File: src/rtl/ifetch_pkg.sv
// Shared types and constants for the instruction fetch sequencer.
package ifetch_pkg;

  typedef enum logic [1:0] {
    RUN   = 2'd0,
    HALT  = 2'd1,
    FAULT = 2'd2
  } state_t;

  localparam logic [31:0] HALT_INSTR = 32'h0000006F;
  localparam logic [31:0] NOP_INSTR  = 32'h00000013;
  localparam int          PC_INC     = 4;

endpackage

File: src/rtl/ifetch_outbuf.sv
// One-entry valid/ready output register between fetch and decode.
module ifetch_outbuf #(
  parameter int XLEN = 32
) (
  input  logic            clk,
  input  logic            rst,
  input  logic            load,
  input  logic            flush,
  input  logic            ready,
  input  logic [XLEN-1:0] load_instr,
  input  logic [XLEN-1:0] load_pc,
  output logic            valid,
  output logic [XLEN-1:0] instr,
  output logic [XLEN-1:0] pc
);

  // Flush beats a fresh load; without either, an accepted entry drains.
  always_ff @(posedge clk or posedge rst) begin
    if (rst) begin
      valid <= 1'b0;
      instr <= '0;
      pc    <= '0;
    end else if (flush) begin
      valid <= 1'b0;
    end else if (load) begin
      valid <= 1'b1;
      instr <= load_instr;
      pc    <= load_pc;
    end else if (valid && ready) begin
      valid <= 1'b0;
    end
  end

endmodule

File: src/rtl/ifetch_ctrl.sv
// Fetch sequencer: owns the PC, drives the instruction memory and feeds
// the decoder through a one-entry buffer; handles redirects, halt and fault.
module ifetch_ctrl #(
  parameter int              ADDR_W     = 5,
  parameter int              XLEN       = 32,
  parameter logic [XLEN-1:0] RESET_PC   = '0,
  parameter logic [XLEN-1:0] HALT_INSTR = ifetch_pkg::HALT_INSTR
) (
  input  logic              clk,
  input  logic              rst,
  output logic [ADDR_W-1:0] imem_addr,
  input  logic [XLEN-1:0]   imem_instr,
  input  logic              redirect_valid,
  input  logic [XLEN-1:0]   redirect_pc,
  output logic              if_valid,
  input  logic              if_ready,
  output logic [XLEN-1:0]   if_instr,
  output logic [XLEN-1:0]   if_pc,
  output logic              halted,
  output logic              fault,
  output logic [31:0]       fetch_count
);

  import ifetch_pkg::*;

  state_t          state_q;
  logic [XLEN-1:0] pc_q;
  logic            cap;
  logic            accept;

  assign imem_addr = pc_q[ADDR_W+1:2];
  assign halted    = (state_q == HALT);
  assign fault     = (state_q == FAULT);
  assign cap       = (state_q == RUN) && !redirect_valid && (!if_valid || if_ready);
  assign accept    = if_valid && if_ready && !redirect_valid;

  // Redirects outrank captures; once faulted only reset gets us out.
  always_ff @(posedge clk or posedge rst) begin
    if (rst) begin
      state_q <= RUN;
      pc_q    <= RESET_PC;
    end else if (redirect_valid && state_q != FAULT) begin
      if (redirect_pc[1:0] == 2'b00) begin
        pc_q    <= redirect_pc;
        state_q <= RUN;
      end else begin
        state_q <= FAULT;
      end
    end else if (cap) begin
      pc_q <= pc_q + XLEN'(PC_INC);
      if (imem_instr == HALT_INSTR) state_q <= HALT;
    end
  end

  always_ff @(posedge clk or posedge rst) begin
    if (rst) fetch_count <= '0;
    else if (accept) fetch_count <= fetch_count + 32'd1;
  end

  ifetch_outbuf #(.XLEN(XLEN)) u_outbuf (
    .clk        (clk),
    .rst        (rst),
    .load       (cap),
    .flush      (redirect_valid),
    .ready      (if_ready),
    .load_instr (imem_instr),
    .load_pc    (pc_q),
    .valid      (if_valid),
    .instr      (if_instr),
    .pc         (if_pc)
  );

endmodule

File: config.mk
export PLATFORM = sky130hd
export DESIGN_NAME = ifetch_ctrl
export DESIGN_NICKNAME = d
export VERILOG_FILES = /design/src/rtl/ifetch_pkg.sv /design/src/rtl/ifetch_outbuf.sv /design/src/rtl/ifetch_ctrl.sv
export SDC_FILE = /design/constraint.sdc
export NUM_CORES = 1
export LEC_CHECK = 0
export CORE_ASPECT_RATIO = 0.6
export CORE_MARGIN = 2
export CORE_UTILIZATION = 52
export CTS_CLUSTER_DIAMETER = 150
export CTS_CLUSTER_SIZE = 28
export DETAILED_ROUTE_END_ITERATION = 16
export PLACE_DENSITY_LB_ADDON = 0.05
export SETUP_SLACK_MARGIN = 0.5
export SLEW_MARGIN = 25
export SYNTH_ARGS = -nofsm -noshare
export SYNTH_HDL_FRONTEND = slang
export SYNTH_HIERARCHICAL = 1
export SYNTH_SLANG_ARGS = --single-unit
File: constraint.sdc
create_clock -name clk -period 5.1 [get_ports clk]
set_input_delay 1.53 -clock clk [delete_from_list [all_inputs] [get_ports clk]]
set_output_delay 1.53 -clock clk [all_outputs]
set_load 0.01 [all_outputs]
Yosys cells after proc, flatten, opt, wreduce, memory -nomap -nowiden
Cells that the tools add are included.
{"block": "totals", "regBits": 131, "elab_cells": 40, "output_inout_bits": 104}
{"block": "op_classes", "muxes": 10, "reduce_logical": 16, "add_sub_neg": 2, "bitwise": 1, "n_eq_ne": 5}
{"operator": "$mux W32", "count": 3}
{"operator": "$add A32 B1 Y32 const B", "count": 1}
{"operator": "$add A32 B3 Y32 const B", "count": 1}
{"operator": "$eq A32 B7 Y1 const B", "count": 1}
{"operator": "$mux W2", "count": 4}
{"operator": "$reduce_and A2 Y1", "count": 3}
{"operator": "$logic_and A1 B1 Y1", "count": 5}
{"operator": "$logic_not A2 Y1", "count": 2}
{"operator": "$reduce_bool A2 Y1", "count": 2}
{"operator": "$mux W1", "count": 3}
{"operator": "$reduce_bool A3 Y1", "count": 1}
{"operator": "$eq A2 B1 Y1 const B", "count": 1}
{"operator": "$eq A2 B2 Y1 const B", "count": 1}
{"operator": "$logic_not A1 Y1", "count": 2}
{"operator": "$ne A2 B1 Y1 const B", "count": 1}
{"operator": "$ne A2 B2 Y1 const B", "count": 1}
{"operator": "$logic_or A1 B1 Y1", "count": 1}
{"operator": "$not A1 Y1", "count": 1}

Depth between registers and ports, before layout
{"block": "logic_depth", "depth_word": 5, "ltp_mapped": 8}

Modules after synthesis
The synthesis kept the hierarchy.
{"module": "ifetch_ctrl", "n_inst": 1, "area_each_um2": 3515.9, "cells_each": 387, "seq_area_each_um2": 1651.6}
{"module": "ifetch_outbuf", "n_inst": 1, "area_each_um2": 2745.1, "cells_each": 141, "seq_area_each_um2": 1626.6}

Least setup slack after synthesis
Ideal clock, no wire load.
{"block": "synth_path", "path_kind": "in2reg", "from": "in redirect_valid", "to": "reg fetch_count[29]", "path_stages": 7, "arrival_time_ns": 2.931, "n_path_buf": 2, "slack_ns": 2.044, "cell_sequence": "clkbuf_1 > and3b_1 > clkbuf_1 > nand4_1 > nor3_1 > nand3_1 > xnor2_1"}
{"block": "synth_between", "elab_chain_cells": 2}
{"element": "start: declaration", "line": "ifetch_ctrl.sv:13", "rtl": "input logic redirect_valid,"}
{"element": "$logic_not A1 Y1", "line": "ifetch_ctrl.sv:35", "rtl": "assign accept = if_valid && if_ready && !redirect_valid;"}
{"element": "$logic_and A1 B1 Y1", "line": "ifetch_ctrl.sv:35"}
{"element": "end signal: assignment", "line": "ifetch_ctrl.sv:57", "rtl": "else if (accept) fetch_count <= fetch_count + 32'd1;"}
{"element": "end: declaration", "line": "ifetch_ctrl.sv:21", "rtl": "output logic [31:0] fetch_count"}
Every way passes these cells.
A chain may end at the register's enable or synchronous reset.

Worst setup path after layout
{"block": "layout_path", "from": "in redirect_valid", "to": "reg u_outbuf.pc[21]"}
{"block": "layout_between", "elab_chain_cells": 4, "word_cells_on_any_way": 5, "classes_between": "bitwise: 1; reduce/logical: 4"}
{"element": "$logic_not A1 Y1", "line": "ifetch_ctrl.sv:34", "rtl": "assign cap = (state_q == RUN) && !redirect_valid && (!if_valid || if_ready);"}
{"element": "$logic_and A1 B1 Y1 (2 in series)", "line": "ifetch_ctrl.sv:34"}
{"element": "via cap", "line": "ifetch_ctrl.sv:28", "rtl": "logic cap;"}
{"element": "$reduce_and A2 Y1 (no source line)"}
{"element": "end signal: assignment", "line": "ifetch_outbuf.sv:28", "rtl": "pc <= load_pc;"}
{"element": "end: declaration", "line": "ifetch_outbuf.sv:14", "rtl": "output logic [XLEN-1:0] pc"}
The timed path passes the listed nets, and every way through them passes these cells.

==> impl_results.md <==
* Top FF cell, synth: dfrtp_1
* Nets@finish at approximately 770
* Final WL at around 16,000 um
* M1 wire length at 7370 um
* Post-synth EDFFs at 0
* Met3 wire len at between 1000 and 1500 um
* Postcts setup bufs at 0
* Worst skew pair latency at 0.41 ns
* Slew Limit Fails at 0
* Leakage at ~0.0037 uW
* Core ar. at 11,500 um^2
* Peak Freq at between 0.2 and 0.3 GHz
* All-Layer GR Usage at between 20% and 30%
* Fin cells at just under 900
* CTS tree: yes
* Width of the die at between 100 and 150 um
* Startpoint Class: input port
* Slowest CP cell: clkdlybuf4s50_1
* Post-Syn Area at ~6300 um^2
* Register bit count reported by yosys at approximately 130
* Area growth from synthesis to layout at 36.7%
* Crit path time final at 3.64 ns
* Placed cell count at 838
* Vias per Instance at around 5.6
* Wire per inst at 18.1 um
* Vias at 4,884
* Maximum fanout along the worst path at between 50 and 60
* Hold-fix buffers, CTS at 0
* CTS Buf Count at 17
* Hold Startpoint: fetch_count[31]
* Grt ovf at 0
* Critical Path Source: redirect_valid
* Met2 wire length at around 7000 um
* Initial Util at between 50% and 60%
* Full die area at approximately 13,000 um^2
* Filler cells at 807
* Sequential fraction of the synthesis area at a little over half
* Data arrival, critical path at between 3 and 4 ns
* Outcome: finished clean
* Hold Path Class: flip-flop to flip-flop
* Pre-CTS WS at 1.07 ns
* PwrDens at between 300 and 400 nW/um^2
* Final Hold Viols at 0
* Clk sinks at roughly 130
* Post-DP HPWL at roughly 11,000 um
* Endpoint class of the critical path: flip-flop
* Maximum vdd drop at approximately 300 uV
* Largest net degree at the start of global routing at between 50 and 60
* Resize count post-CTS at 0
* Vias in the first global route at 4,735
* DRT Pass-1 Iters at 4
* Remaining routing DRC violations at 0
* Placed Area at ~8000 um^2
* Max-cap violation count at 0
* Most common cell after layout, fill and taps aside: clkdlybuf4s50_1
* Die Y at between 80 and 90 um
* CP Cell Sequence: clkdlybuf4s50_1 -> nor3_1 -> nand2_1 -> inv_1 -> nor2b_4 -> buf_12 -> mux2_2
* Layout Skew at roughly 0.0068 ns
* Std-Cell Rows at 30
* WS Path Type: input port to flip-flop
* Syn_area_per_cell at 11.9 um^2
* Required time at the worst-slack endpoint at roughly 5.4 ns
* Post-DRT Antenna Nets at 0
* Uppermost layer routed: met4
* Buffers and inverters on the worst path at 3
* Final Wtd Congestion at 0.848
* Post-synth cell types at 52
* Crit path max-delay family: buffers and inverters
* Htree depth at 4
* Post-synth ARST share at 100%
* Syn Inst Count at about 530
* First-pass GRT wire length at 25,200 um
* CTS root buf: clkbuf_16
* RSZ-0062 raised after global routing: no
* Port Buffers at between 150 and 200
* Share of cells above drive strength 1 at roughly 16%
* Ys Warns at 6
* Clock transition at path regs at 0.06 ns
* Slew Limit Headroom at between 30% and 40%
* FF-to-FF Start: pc_q[2]
* Post-route design area at about 8600 um^2
* DRT iter0 DRCs at roughly 260
* Antenna diodes at 0
* Critical path's largest stage delay at between 0.6 and 0.7 ns
* Bufs on Longest Clock Path at 2
* Actual slew at the worst max-slew pin at 1.01 ns
* Final setup viols at 0
* Commonest cells after routing, fill and taps aside: 171 x clkdlybuf4s50_1, 131 x dfrtp_1, 60 x mux2_4
* Top Ports at about 170
* Final WS setup at around 1.5 ns
* Initial antenna violation count at 0
* Total Neg Setup Slack at 0 ns
* Syn Nets at 598
* Final Cycle Share at a little under three quarters
worst register-to-register path, stage by stage, from the launching register on:
cell and delay (ns):
dfrtp_1 0.46, ha_1 0.27, nand2_1 0.16, or4_1 0.70, or2_2 0.38, o311ai_0 0.36, nand3_1 0.12
sequential cells by signal (all words and copies together), names as in the netlist:
name	cells
u_outbuf/valid	1
state_q	2
u_outbuf/pc	32
u_outbuf/instr	32
pc_q	32
fetch_count	32
area by class of cell:
cell class | instances | area [um^2] | share of cell area (%)
clock buffer | 22 | 454 | 5.31
clock inverter | 10 | 109 | 1.27
sequential | 131 | 3280 | 38.3
timing repair buffer | 179 | 1780 | 20.9
inverter | 12 | 45.0 | 0.526
multi-input combinational | 356 | 2690 | 31.4
tap | 160 | 200 | 2.34
layer usage:
metal | track usage [%] | vias to the layer above
met5 | 0 | -
met1 | 35.4 | 2415
met2 | 39.4 | 213
met4 | 6.60 | 0
li1 | - | 2239
met3 | 6.12 | 17
where the power goes:
| part | leakage, uW | switching [uW] | total [uW] | internal, uW |
|---|---|---|---|---|
| Clock | 0.000274 | 445 | 1170 | 728 |
| Sequential | 0.00172 | 85.1 | 1210 | 1120 |
| Combinational | 0.00167 | 147 | 400 | 252 |
| Total | 0.00366 | 678 | 2780 | 2100 |
final timing paths:
check | endpoint | slack (ns) | cells past startpoint
max | u_outbuf/pc[21] | 1.46 | 7
min | fetch_count[31] | 0.47 | 1
max reg2reg | pc_q[30] | 2.52 | 6
min reg2reg | fetch_count[31] | 0.47 | 1
max in group asynchronous | u_outbuf/pc[24] | 2.54 | 3
min in group asynchronous | fetch_count[14] | 1.55 | 2
stage by stage:
step / utilization, % / power (uW) / hold WS [ns]
2_1_floorplan: - / 1400 / 0.454
3_3_place_gp: 69.4 / 1610 / 0.459
3_5_place_dp: 69.4 / 1620 / 0.463
4_1_cts: 74.2 / 2790 / 0.473
5_1_grt: 74.2 / 2880 / 0.506
6_report: 74.2 / 2780 / 0.469
logic make-up after synthesis:
| group | Yosys count | synth area share [%] |
|---|---|---|
| compound gates | 83 | 8.13 |
| buf+inv | 41 | 4.76 |
| xor+xnor | 31 | 4.34 |
| mux | 66 | 15.4 |
| fa+ha+maj | 2 | 0.400 |
| flops | 131 | 52.4 |
| simple gates | 174 | 14.6 |
synth_stat cells, drive strengths merged (5+ instances only):
cell / number / area (um^2)
a21oi: 30 / 150
a2bb2oi: 5 / 43.8
and2: 5 / 31.3
and3: 6 / 37.5
and4: 6 / 52.6
buf: 15 / 199
clkbuf: 14 / 53.8
dfrtp: 131 / 3280
inv: 12 / 45.0
mux2: 65 / 957
nand2: 43 / 161
nand3: 22 / 120
nand4: 20 / 125
nor2: 35 / 131
nor3: 8 / 40.0
nor4: 8 / 50.1
o21ai: 17 / 85.1
o22ai: 11 / 68.8
xnor2: 25 / 219
xor2: 6 / 52.6
Power figures use the tool's default switching activity.
